`config.mk`:
```
export PLATFORM = sky130hd
export DESIGN_NAME = sram_arbiter
export DESIGN_NICKNAME = d
export VERILOG_FILES = /design/src/rtl/sram_arbiter.sv
export SDC_FILE = /design/constraint.sdc
export NUM_CORES = 1
export LEC_CHECK = 0
export ABC_AREA = 1
export BUFFER_PORTS_ARGS = -buffer_cell sky130_fd_sc_hd__buf_2
export CAP_MARGIN = 20
export CORE_MARGIN = 2
export CORE_UTILIZATION = 47
export DETAILED_ROUTE_END_ITERATION = 7
export PLACE_DENSITY = 0.9
export SLEW_MARGIN = 40
export SYNTH_ARGS = -nofsm -noshare
export SYNTH_HDL_FRONTEND = slang
export SYNTH_SLANG_ARGS = --single-unit
```
`constraint.sdc`:
```
create_clock -name clk -period 1.7 [get_ports clk]
set_input_delay 0.085 -clock clk [delete_from_list [all_inputs] [get_ports clk]]
set_output_delay 0.085 -clock clk [all_outputs]
set_load 0.005 [all_outputs]
```
`src/rtl/sram_arbiter.sv`:
```
// Multi-channel arbiter and strobe timing generator for a single-port asynchronous SRAM.
// Access sequence per grant: IDLE -> SETUP -> ACTIVE (WAIT_CYCLES) -> HOLD -> IDLE.
module sram_arbiter #(
  parameter int NCH         = 2,
  parameter int AW          = 19,
  parameter int DW          = 8,
  parameter int WAIT_CYCLES = 2,
  parameter int RR          = 0
) (
  input  logic              clk,
  input  logic              rst,
  input  logic [NCH-1:0]    req,
  input  logic [NCH-1:0]    we,
  input  logic [NCH*AW-1:0] addr,
  input  logic [NCH*DW-1:0] din,
  output logic [NCH-1:0]    ack,
  output logic [DW-1:0]     dout,
  output logic              busy,
  output logic [AW-1:0]     sram_addr,
  output logic [DW-1:0]     sram_dout,
  output logic              sram_oe,
  input  logic [DW-1:0]     sram_din,
  output logic              sram_we_n
);

  localparam int GW = (NCH > 1) ? $clog2(NCH) : 1;
  localparam int CW = (WAIT_CYCLES > 1) ? $clog2(WAIT_CYCLES) : 1;

  typedef enum logic [1:0] {IDLE, SETUP, ACTIVE, HOLD} state_t;

  state_t          state_q, state_d;
  logic [GW-1:0]   gnt_q, gnt_d;
  logic [GW-1:0]   last_q, last_d;
  logic [CW-1:0]   cnt_q, cnt_d;
  logic [AW-1:0]   addr_q, addr_d;
  logic [DW-1:0]   wdata_q, wdata_d;
  logic            oe_q, oe_d;
  logic            we_n_q, we_n_d;
  logic [NCH-1:0]  ack_q, ack_d;
  logic [DW-1:0]   dout_q, dout_d;

  logic            sel_vld;
  logic [GW-1:0]   sel_idx;

  // Descending scans so the last hit (highest priority) wins.
  always_comb begin
    sel_vld = |req;
    sel_idx = '0;
    if (RR != 0 && NCH > 1) begin
      for (int k = NCH; k >= 1; k--) begin
        if (req[(int'(last_q) + k) % NCH]) sel_idx = GW'((int'(last_q) + k) % NCH);
      end
    end else begin
      for (int i = NCH - 1; i >= 0; i--) begin
        if (req[i]) sel_idx = GW'(i);
      end
    end
  end

  // oe_q doubles as the latched write flag for the whole access.
  always_comb begin
    state_d = state_q;
    gnt_d   = gnt_q;
    last_d  = last_q;
    cnt_d   = cnt_q;
    addr_d  = addr_q;
    wdata_d = wdata_q;
    oe_d    = oe_q;
    we_n_d  = 1'b1;
    ack_d   = '0;
    dout_d  = dout_q;
    case (state_q)
      IDLE: begin
        if (sel_vld) begin
          state_d = SETUP;
          gnt_d   = sel_idx;
          last_d  = sel_idx;
          addr_d  = addr[sel_idx*AW +: AW];
          wdata_d = din[sel_idx*DW +: DW];
          oe_d    = we[sel_idx];
        end
      end
      SETUP: begin
        state_d = ACTIVE;
        cnt_d   = CW'(WAIT_CYCLES - 1);
        we_n_d  = ~oe_q;
      end
      ACTIVE: begin
        if (cnt_q == '0) begin
          state_d      = HOLD;
          ack_d[gnt_q] = 1'b1;
          if (!oe_q) dout_d = sram_din;
        end else begin
          cnt_d  = cnt_q - CW'(1);
          we_n_d = ~oe_q;
        end
      end
      HOLD: begin
        state_d = IDLE;
        oe_d    = 1'b0;
      end
      default: state_d = IDLE;
    endcase
  end

  always_ff @(posedge clk or posedge rst) begin
    if (rst) begin
      state_q <= IDLE;
      gnt_q   <= '0;
      last_q  <= GW'(NCH - 1);
      cnt_q   <= '0;
      addr_q  <= '0;
      wdata_q <= '0;
      oe_q    <= 1'b0;
      we_n_q  <= 1'b1;
      ack_q   <= '0;
      dout_q  <= '0;
    end else begin
      state_q <= state_d;
      gnt_q   <= gnt_d;
      last_q  <= last_d;
      cnt_q   <= cnt_d;
      addr_q  <= addr_d;
      wdata_q <= wdata_d;
      oe_q    <= oe_d;
      we_n_q  <= we_n_d;
      ack_q   <= ack_d;
      dout_q  <= dout_d;
    end
  end

  assign ack       = ack_q;
  assign dout      = dout_q;
  assign busy      = (state_q != IDLE);
  assign sram_addr = addr_q;
  assign sram_dout = wdata_q;
  assign sram_oe   = oe_q;
  assign sram_we_n = we_n_q;

endmodule

```
==> flow_metrics.env <==
export IMPL_cts_root_buf="clkbuf_8"
export IMPL_yosysWarnings=0
export IMPL_pin_count=108
export IMPL_worst_endpoint_required_ns=1.93
export IMPL_rr_endpoint="sram_addr[6]$_DFFE_PP0P_"
export IMPL_end_kind="flop"
export IMPL_power_density_mw_per_mm2=1420
export IMPL_wirelength_um=5570
export IMPL_clk_path_buf_depth=2
export IMPL_vias=2273
export IMPL_synth_edff_count=0
export IMPL_synth_area_per_cell_um2=7.61
export IMPL_min_period_over_period_pct=89.2
export IMPL_path_clk_slew_ns=0.08
export IMPL_nets=498
export IMPL_holdPathEnd="dout[6]$_DFFE_PP0P_"
export IMPL_gp_congestion=0.788
export IMPL_p_leak_nw=1.92
export IMPL_hold_viol_final=0
export IMPL_die_w_um=75.4
export IMPL_hpwl_um=4370
export IMPL_fin_tns_setup_ns=0
export IMPL_dr_pass1_iters=4
export IMPL_drtAntennaViolNets=0
export IMPL_async_reset_ff_share_pct=100
export IMPL_grt_max_degree=29
export IMPL_start_util_pct=49.8
export IMPL_final_layout_size_suffix_gt1_share_pct=35.1
export IMPL_area_growth_pct=26.6
export IMPL_synth_top_cell_area_share_pct=43.8
export IMPL_worst_pin_slew_ns=0.477
export IMPL_syn_inst=315
export IMPL_reg2regPathDepth=7
export IMPL_fin_skew_ns=0.00320
export IMPL_gr_total_overflow=0
export IMPL_htree_levels=2
export IMPL_ff2ff_setup_slack_ns=0.18
export IMPL_grt_pass1_wl_um=8980
export IMPL_avgRoutedWirePerCell_um=11.3
export IMPL_antenna_cells=0
export IMPL_numCtsBuffers=5
export IMPL_seq_area_frac_synth_pct=44.9
export IMPL_numPortBuffers=107
export IMPL_crit_arrival_ns=1.75
export IMPL_max_vdd_ir_drop_uv=684
export IMPL_tritoncts="done"
export IMPL_drv_cap=0
export IMPL_yosysTopAreaCell="dfrtp_1"
export IMPL_drtIter0Drc=82
export IMPL_hold_path_class="primary input to flop"
export IMPL_post_route_min_period_ns=1.52
export IMPL_fin_area_mm2=0.00303
export IMPL_max_slew_margin_pct=68.2
export IMPL_dieHeight_um=75.4
export IMPL_fp_coreArea_mm2=0.00482
export IMPL_netlist_area_mm2=0.00240
export IMPL_first_global_vias=2185
export IMPL_status="finished, final reports clean"
export IMPL_synth_area_leaders="dfrtp_1 (44%), nand2_1 (21%), inv_1 (11%)"
export IMPL_synth_cell_types=20
export IMPL_die_area_mm2=0.00569
export IMPL_remaining_drc_errors=0
export IMPL_setup_viol=0
export IMPL_final_common_cell="nand2_1"
export IMPL_syn_nets=389
export IMPL_cp_start_kind="flop"
export IMPL_place_area_mm2=0.00294
export IMPL_clock_latency_ns=0.29
export IMPL_final_cell_mix="nand2_1 (131), buf_2 (107), inv_1 (67), dfrtp_1 (42), nand3_2 (21)"
export IMPL_num_rows=25
export IMPL_cp_max_fo=28
export IMPL_whs_ns=0.0349
export IMPL_via_per_inst=4.62
export IMPL_timing_fmax_mhz=660
export IMPL_worst_setup_path_type="flop to flop"
export IMPL_synth_flop_cell="dfrtp_1"
export IMPL_worstReg2RegStart="state_q[0]$_DFFE_PP0P_"
export IMPL_cts_sinks=43
export IMPL_antenna_found_initial=0
export IMPL_grt_setup_unrepaired="false"
export IMPL_hold_path_startpoint="sram_din[6]"
export IMPL_startpoint="state_q[0]$_DFFE_PP0P_"
export IMPL_grt_usage_pct=20.6
export IMPL_slew_viol_final=0
export IMPL_ys_ff_latch=43
export IMPL_holdPathStages=3
## where the power goes
part	internal, mW	leakage [nW]	total (mW)	switching (mW)
logic	0.832	1.36	1.90	1.07
clock network	0.288	0.0422	0.613	0.324
registers	1.53	0.524	1.81	0.277
total	2.65	1.92	4.32	1.67
## flip-flops by register name (all words and copies together) (netlist names)
name	count
ack	2
dout	8
sram_dout	8
sram_oe	1
cnt_q	1
gnt_q	1
state_q	2
sram_we_n	1
sram_addr	19
## cell usage after synthesis (2+ instances only)
cell,count
a21oi_1,2
buf_4,5
dfrtp_1,42
nand3_1,12
buf_12,2
nand3_2,20
nand2_1,131
nor2_1,3
o21ai_0,10
inv_1,68
inv_2,4
ha_1,6
buf_6,3
## final cells by class
| class | count | area [µm²] |
|---|---|---|
| clock buffer | 7 | 76.3 |
| clock inverter | 1 | 5.00 |
| fill | 459 | 1780 |
| inverter | 72 | 270 |
| multi-input combinational | 189 | 938 |
| sequential | 43 | 1080 |
| tap | 67 | 83.8 |
| timing repair buffer | 113 | 583 |
## per-layer routing
layer  global-route usage, %  wire [µm]  vias to the layer above
met5                       0          0                        -
li1                        -          -                     1129
met3                    4.76        279                       15
met4                    8.38        143                        0
met1                    23.0       2250                     1052
met2                    37.6       2900                       77
## worst max-delay path by stage
stage	end	slack [ns]	cells after the start
finish	sram_addr[6]$_DFFE_PP0P_	0.18	7
global route	sram_dout[7]$_DFFE_PP0P_	0.04	7
CTS	dout[7]$_DFFE_PP0P_	0.09	4
detailed placement	dout[7]$_DFFE_PP0P_	0.1	4
global placement	sram_addr[16]$_DFFE_PP0P_	0.27	7
floorplan	sram_addr[10]$_DFFE_PP0P_	0.36	8
## critical path, stage by stage, from the launching register on
cell and delay, ns:
dfrtp_1 0.41, inv_1 0.11, ha_1 0.24, inv_2 0.11, nor2_4 0.05, inv_2 0.34
nand2_1 0.10, nand2_1 0.09
## stage by stage
step	utilization (%)	setup slack, ns	std cells	power, mW
6_report	63.0	0.184	492	4.32
5_1_grt	63.0	0.0418	492	4.73
4_1_cts	62.9	0.0898	492	4.36
3_5_place_dp	61.0	0.0956	483	3.74
3_3_place_gp	61.0	0.266	483	3.63
2_1_floorplan	-	0.355	315	3.05
## what timing repair did
| item | CTS | global route |
|---|---|---|
| setup buffers | 0 | 0 |
| gates resized for setup | 0 | 1 |
| setup endpoints to repair | 0 | 4 |
| hold buffers | 1 | 0 |
| hold endpoints to repair | 15 | 0 |
## kinds of logic (layout without fill, tap and decap cells)
family	count (synthesis)	in the layout	synth area share, %
flops	43	43	44.9
buf+inv	83	193	16.1
fa+ha+maj	6	6	3.13
simple gates	171	171	33.3
compound gates	12	12	2.51
(Power assumes the default switching activity.)
